<file path="config.mk">
export PLATFORM = sky130hd
export DESIGN_NAME = mem_port_arbiter
export DESIGN_NICKNAME = d
export VERILOG_FILES = /design/src/rtl/mem_port_arbiter.sv
export SDC_FILE = /design/constraint.sdc
export NUM_CORES = 1
export LEC_CHECK = 0
export BUFFER_PORTS_ARGS = -buffer_cell sky130_fd_sc_hd__buf_2
export CAP_MARGIN = 20
export CORE_MARGIN = 2
export CORE_UTILIZATION = 47
export DETAILED_ROUTE_END_ITERATION = 6
export PLACE_DENSITY = 0.79
export SYNTH_ARGS = -nofsm -noshare
export SYNTH_HDL_FRONTEND = slang
export SYNTH_SLANG_ARGS = --single-unit
</file>
<file path="constraint.sdc">
create_clock -name clk -period 2.6 [get_ports clk]
set_input_delay 0 -clock clk [delete_from_list [all_inputs] [get_ports clk]]
set_output_delay 0 -clock clk [all_outputs]
set_load 0.05 [all_outputs]
</file>
<file path="src/rtl/mem_port_arbiter.sv">
// rtl/mem_port_arbiter.sv - shares one memory port between instruction fetch and data requesters
module mem_port_arbiter #(
  parameter int ADDR_W       = 30,
  parameter int READ_LATENCY = 1,
  parameter int MAX_STREAK   = 4
) (
  input  logic              clk,
  input  logic              rst_n,
  input  logic              if_req,
  input  logic [ADDR_W-1:0] if_addr,
  output logic [31:0]       if_rdata,
  output logic              if_valid,
  output logic              if_stall,
  input  logic              d_req,
  input  logic              d_rw,
  input  logic [ADDR_W-1:0] d_addr,
  input  logic [31:0]       d_wdata,
  input  logic [3:0]        d_be,
  output logic [31:0]       d_rdata,
  output logic              d_valid,
  output logic              d_stall,
  output logic              mem_cs,
  output logic              mem_rw,
  output logic [ADDR_W-1:0] mem_addr,
  output logic [31:0]       mem_wdata,
  output logic [3:0]        mem_be,
  input  logic [31:0]       mem_rdata
);

  localparam logic [3:0] STREAK_MAX = 4'(MAX_STREAK);
  localparam logic [1:0] CNT_INIT   = 2'(READ_LATENCY - 1);

  typedef enum logic [1:0] {IDLE, ISSUE, WAIT, RESP} state_t;

  state_t      state, state_nx;
  logic        owner_d;
  logic [3:0]  streak;
  logic [1:0]  cnt;
  logic        grant_d, grant_f, zero_be;

  always_comb begin
    grant_d  = d_req && (!if_req || (streak != STREAK_MAX));
    grant_f  = if_req && !grant_d;
    zero_be  = grant_d && d_rw && (d_be == 4'h0);
    state_nx = state;
    case (state)
      IDLE: begin
        if (zero_be)                state_nx = RESP;
        else if (grant_d || grant_f) state_nx = ISSUE;
      end
      ISSUE:   state_nx = mem_rw ? RESP : WAIT;
      WAIT:    if (cnt == 2'd0) state_nx = RESP;
      RESP:    state_nx = IDLE;
      default: state_nx = IDLE;
    endcase
  end

  always_ff @(posedge clk or negedge rst_n) begin
    if (!rst_n) state <= IDLE;
    else        state <= state_nx;
  end

  always_ff @(posedge clk or negedge rst_n) begin
    if (!rst_n) begin
      mem_cs    <= 1'b0;
      mem_rw    <= 1'b0;
      mem_addr  <= '0;
      mem_wdata <= '0;
      mem_be    <= 4'h0;
      if_rdata  <= '0;
      d_rdata   <= '0;
      streak    <= 4'd0;
      owner_d   <= 1'b1;
      cnt       <= 2'd0;
    end else begin
      case (state)
        IDLE: begin
          if (grant_d || grant_f) begin
            owner_d <= grant_d;
            // Streak only grows while fetch is actually waiting behind data.
            if (grant_d && if_req)
              streak <= (streak == STREAK_MAX) ? streak : streak + 4'd1;
            else
              streak <= 4'd0;
            if (!zero_be) begin
              mem_cs    <= 1'b1;
              mem_rw    <= grant_d && d_rw;
              mem_addr  <= grant_d ? d_addr : if_addr;
              mem_wdata <= grant_d ? d_wdata : 32'h0;
              mem_be    <= (grant_d && d_rw) ? d_be : 4'hF;
            end
          end
        end
        ISSUE: begin
          mem_cs <= 1'b0;
          cnt    <= CNT_INIT;
        end
        WAIT: begin
          if (cnt == 2'd0) begin
            if (owner_d) d_rdata  <= mem_rdata;
            else         if_rdata <= mem_rdata;
          end else begin
            cnt <= cnt - 2'd1;
          end
        end
        default: ;
      endcase
    end
  end

  assign if_valid = (state == RESP) && !owner_d;
  assign d_valid  = (state == RESP) && owner_d;
  assign if_stall = if_req && !if_valid;
  assign d_stall  = d_req && !d_valid;

endmodule

</file>
* After elaboration in Yosys (flattened, before gate mapping)
Index checks and enable logic that the tools add are counted.
** Cells by class
- Bitwise gates (word level) :: 2
- Add/sub/neg operators :: 2
- Eq/ne operators :: 11
- Muxes and demuxes :: 15
- Reduce and logical (&&, ||, !) cells :: 29
** Operator list (count)
- 32-bit two-way mux :: 1
- 30-bit two-way mux :: 1
- 3-bit AND reduction :: 5
- 4-bit two-way mux :: 3
- 2-bit != test (second input constant) :: 5
- 1-bit logical AND :: 9
- 2-bit two-way mux :: 4
- 2-bit case mux with 4 select lines :: 1
- 2-bit AND reduction :: 3
- 1-bit logical NOT :: 5
- 4-bit by 1-bit adder with 4-bit output (second input constant) :: 1
- 2-bit == test (second input constant) :: 2
- 4-bit by 3-bit == test with 1-bit output (second input constant) :: 1
- 2-bit logical NOT :: 2
- 4-bit logical NOT :: 1
- 4-bit by 3-bit != test with 1-bit output (second input constant) :: 1
- 2-bit case mux with 2 select lines :: 1
- 2-bit nonzero test :: 2
- 1-bit two-way mux :: 3
- 3-bit != test (second input constant) :: 1
- 2-bit by 1-bit == test with 1-bit output (second input constant) :: 1
- 1-bit logical OR :: 2
- 1-bit NOT :: 2
- 1-bit case mux with 2 select lines :: 1
- 2-bit by 1-bit subtractor with 2-bit output (second input constant) :: 1
** Word-level totals
- Word-level logic and storage cells :: 70
- Register bits :: 141
- Output and inout port bits :: 136
- Input bits :: 133

* Longest topological paths before layout
- Depth in word-level cells :: 9
- Mapped depth :: 9
- Gate-level depth less buffers :: 6

* Worst setup path before layout
No wires, ideal clock.
- Path kind :: register -> register
- Start :: register state[0]
- End :: register mem_wdata[26]
- Data arrival time :: 1.776 ns
- Path buffers :: 3
- Period minus slack after synthesis :: 1.897 ns
- Library setup time :: 0.121 ns
- Required time :: 2.479 ns
- Path slack :: 0.703 ns
- Stages on the path, launching flop included :: 9
- Cells stage by stage :: dfrtp_1 > inv_1 > ha_1 > clkbuf_1 > o21ai_1 > a21o_1 > buf_6 > buf_6 > a22o_1
** On the way
- Longest elaborated chain between the ends :: 2
** RTL lines
- from (decl) :: line 35 : state_t state, state_nx;
- from (signal assigned) :: line 60 : else state <= state_nx;
- 2-bit logical NOT :: line 76 : case (state)
- 3-bit AND reduction (no source line)
- to (signal assigned) :: line 89 : mem_wdata <= grant_d ? d_wdata : 32'h0;
- to (decl) :: line 25 : output logic [31:0] mem_wdata,
Every way passes these cells.
A chain may end at the register's enable or synchronous reset.

* Worst setup path in the final report
- Start :: register streak[0]
- End :: register mem_addr[28]
** On the way
- Longest elaborated chain between the ends :: 7
- Elaborated cells between the ends (all ways) :: 11
- Those cells by class :: 1 x eq/ne; 1 x mux; 1 x bitwise; 8 x reduce/logical
** RTL lines
- from (decl) :: line 37 : logic [3:0] streak;
- from (signal assigned) :: line 82 : streak <= (streak == STREAK_MAX) ? streak : streak + 4'd1;
- 4-bit by 3-bit != test with 1-bit output * :: line 42 : grant_d = d_req && (!if_req || (streak != STREAK_MAX));
- 1-bit logical OR * :: line 42
- 1-bit logical AND * :: line 42
- 1-bit logical NOT or 1-bit logical AND (tied branches) :: line 43, 44
- 1-bit logical AND, on equally long branches :: line 43, 44
- 1-bit logical OR or 1-bit NOT (tied branches)
- 3-bit AND reduction (no source line)
- to (signal assigned) :: line 88 : mem_addr <= grant_d ? d_addr : if_addr;
- to (decl) :: line 24 : output logic [ADDR_W-1:0] mem_addr,
Every way passes the cells marked *; elsewhere a longest branch is shown, timed or not.

==> summary.md <==
| Metric | Value |
|---|---|
| Synth area leader | `dfrtp_1` |
| Max-slew headroom | `0.5554` |
| Worst Path Arrival | `2.76 ns` |
| CP Launch Type | `flop` |
| Setup TNS Final | `0 ns` |
| Drt wl/cell | `18.43 um` |
| FF+latch count, synth | `141` |
| Root Buffer | `clkbuf_16` |
| Syn Inst Count | `397` |
| Vias per cell | `5.123` |
| Setup-failing EPs final | `0` |
| Final wirelength | `18.11 mm` |
| Area growth syn-to-layout | `58.63%` |
| Number of flops mapped to enable cells by yosys | `0` |
| Num ports | `269` |
| Setup ws final | `0.1212 ns` |
| Core ar. | `12060 sq um` |
| FF-to-FF Start | `streak[0]` |
| Syn_area_per_cell | `14.70 sq um` |
| Std-Cell Rows | `40` |
| Place WS | `0.1237 ns` |
| Initial core utilization | `0.4837` |
| H-tree Lvls | `4` |
| Top-count cell post-synth | `dfrtp_1` |
| Placed cell count | `820` |
| Fraction of registers with async set or reset after synthesis | `1.000` |
| Fin cells | `983` |
| Die height | `115.4 um` |
| WP buf/inv | `3` |
| Crit path kind | `flop to flop` |
| Max Root-Sink Buffers | `2` |
| Vias in the first global route | `5273` |
| Iteration-0 DRC Markers | `374` |
| Max_cap viols | `0` |
| Final Max Tran Viols | `0` |
| Skew final | `0.007381 ns` |
| Post-route ant nets | `0` |
| Sequential area share after synthesis | `0.6050` |
| Final #Nets | `943` |
| Worst r2r path cells | `8` |
| Clk slew on worst S/H paths | `0.06 ns` |
| Hold path start | `d_req` |
| Slew of the pin with the lowest slew margin | `0.6668 ns` |
| Worst Setup End Kind | `flop` |
| Maximum fanout along the worst path | `30` |
| Fraction of the cycle the final worst path needs | `0.9534` |
| Syn. warnings | `0` |
| Synth top area cells | `dfrtp_1, mux2_2, a22o_1` |
| Dpl hpwl | `10.27 mm` |
| Die area | `13320 sq um` |
| Num CTS Buffers | `17` |
| Leakage | `4.526 nW` |
| Outcome | `completed` |
| Final Cell Area | `9255 sq um` |
| Yosys top cell area share | `0.6005` |
| Post-Place Cell Area | `7351 sq um` |
| Synth Flop Type | `dfrtp_1` |
| Power Total | `0.01399 W` |
| Final RePlAce weighted congestion | `0.7765` |
| Most frequent CP cell | `mux2_2` |
| Endpoint, Worst Hold | `state[1]` |
| Worst vdd ir | `0.0009189 V` |
| Slowest stage cell, crit path | `dlygate4sd3_1` |
| Cells along the critical path | `inv_1 > ha_1 > nand4b_1 > nand2_2 > buf_12 > mux2_2 > dlygate4sd3_1 > mux2_2` |
| DIE WIDTH | `115.4 um` |
| Cell family with most CP delay | `buffers and inverters` |
| Hold Crit Class | `input pin to flop` |
| First-pass GRT wire length | `27.48 mm` |
| Initial antenna violation count | `1` |
| Fmax achieved | `403.4 MHz` |
| Clock latency on the worst-skew pair | `0.41 ns` |
| Fin crit period | `2.479 ns` |
| Post-synth cell types | `34` |
| Post-Synthesis Cell Area | `5834 sq um` |
| Gr usage total | `0.2726` |
| TritonCTS clock tree | `done` |
| IO buf count | `268` |
| Gr ovfl total | `0` |
| Via count | `5036` |
| Syn_nets | `538` |
| FF-to-FF setup slack | `0.12 ns` |
| Fin. Hold Viols | `0` |
| CP max stage delay | `0.59 ns` |
| Power Density | `1512 nW/um^2` |
| Largest net degree at the start of global routing | `73` |
| Drt pass-1 iters | `5` |
| Synth cell count leaders | `dfrtp_1, mux2_2, a22o_1` |
| # DRC | `0` |
| Fraction of layout cells with a size suffix above 1 | `0.5319` |
| End of the worst register-to-register path | `mem_addr[28]` |
| CTS sink cnt | `141` |
| Cell depth of the worst hold path | `4` |
| RSZ-0062 raised after global routing | `no` |
| Required @ worst endpoint | `2.89 ns` |
flip-flops by register name, indices dropped and copies added, names as in the netlist:
name and cells:
d_rdata 32, if_rdata 32, mem_wdata 32, mem_addr 30, mem_be 4, streak 4
cnt 2, state 2, mem_cs 1, mem_rw 1, owner_d 1
per-layer routing:
layer / global-route usage / wire length, um / vias up
li1: - / - / 2245
met1: 0.3177 / 6712 / 2471
met2: 0.4737 / 9500 / 277
met3: 0.07061 / 1395 / 43
met4: 0.1237 / 505 / 0
met5: 0 / 0 / -
report_power, final:
| group | total, W | internal [W] | switching, W |
|---|---|---|---|
| combinational | 0.00768 | 0.00224 | 0.00544 |
| clock | 0.00233 | 0.00148 | 0.000849 |
| sequential | 0.00399 | 0.00332 | 0.000663 |
logic make-up after synthesis:
logic type	synth area share
flops	0.6050
mux	0.2430
buf+inv	0.03110
compound gates	0.07570
simple gates	0.02659
xor+xnor	0.001501
fa+ha+maj	0.01716
worst reg2reg max path, delay by kind of cell, from the launching register on:
family	cells	cell delay [ns]
adders and majority gates	1	0.14
buffers and inverters	3	0.88
DFF	1	0.42
muxes	2	0.65
and+or+nand+nor	2	0.28
metrics by stage:
| stage | util | hold WS [ns] |
|---|---|---|
| 2_1_floorplan | - | -0.2956 |
| 3_3_place_gp | 0.6094 | 0.04772 |
| 3_5_place_dp | 0.6094 | 0.06107 |
| 4_1_cts | 0.7654 | 0.09778 |
| 5_1_grt | 0.7673 | 0.1796 |
| 6_report | 0.7673 | 0.1179 |
layout by cell type, fill, tap and decap left out, types with 4 or more instances in the layout:
cell type	n
inv_1	16
o21ai_0	5
nand2_1	9
ha_1	8
mux2_2	125
dlygate4sd3_1	131
a32oi_1	4
dfrtp_1	140
buf_2	267
nor2b_1	5
clkinv_2	4
clkbuf_16	17
a22o_1	34
buf_4	6
clkbuf_1	4
area by class of cell:
cell class,instances,area [sq um]
Multi-Input combinational cell,219,2140
Antenna cell,1,2.502
Sequential cell,141,3530
Clock inverter,7,87.58
Tap cell,168,210.2
Inverter,16,60.06
Timing Repair Buffer,407,2744
Fill cell,699,2806
Clock buffer,24,481.7
worst max path at each step:
| stage | cells after the start | start | slack, ns | endpoint |
|---|---|---|---|---|
| global route | 8 | streak[0] | 0.04 | mem_addr[28] |
| finish | 8 | streak[0] | 0.12 | mem_addr[28] |
| detailed placement | 7 | streak[0] | 0.12 | mem_wdata[5] |
| global placement | 7 | streak[0] | 0.26 | mem_wdata[28] |
| CTS | 8 | streak[0] | 0.01 | mem_addr[20] |
| floorplan | 8 | state[0] | 0.70 | mem_wdata[26] |
repair_timing:
item / in CTS / in global routing
hold buffers: 131 / 0
hold endpoints to repair: 204 / 0
setup buffers: 0 / 0
setup endpoints to repair: 0 / 47
resized for setup: 0 / 5
Note: power is estimated with default switching activity, not from simulation.
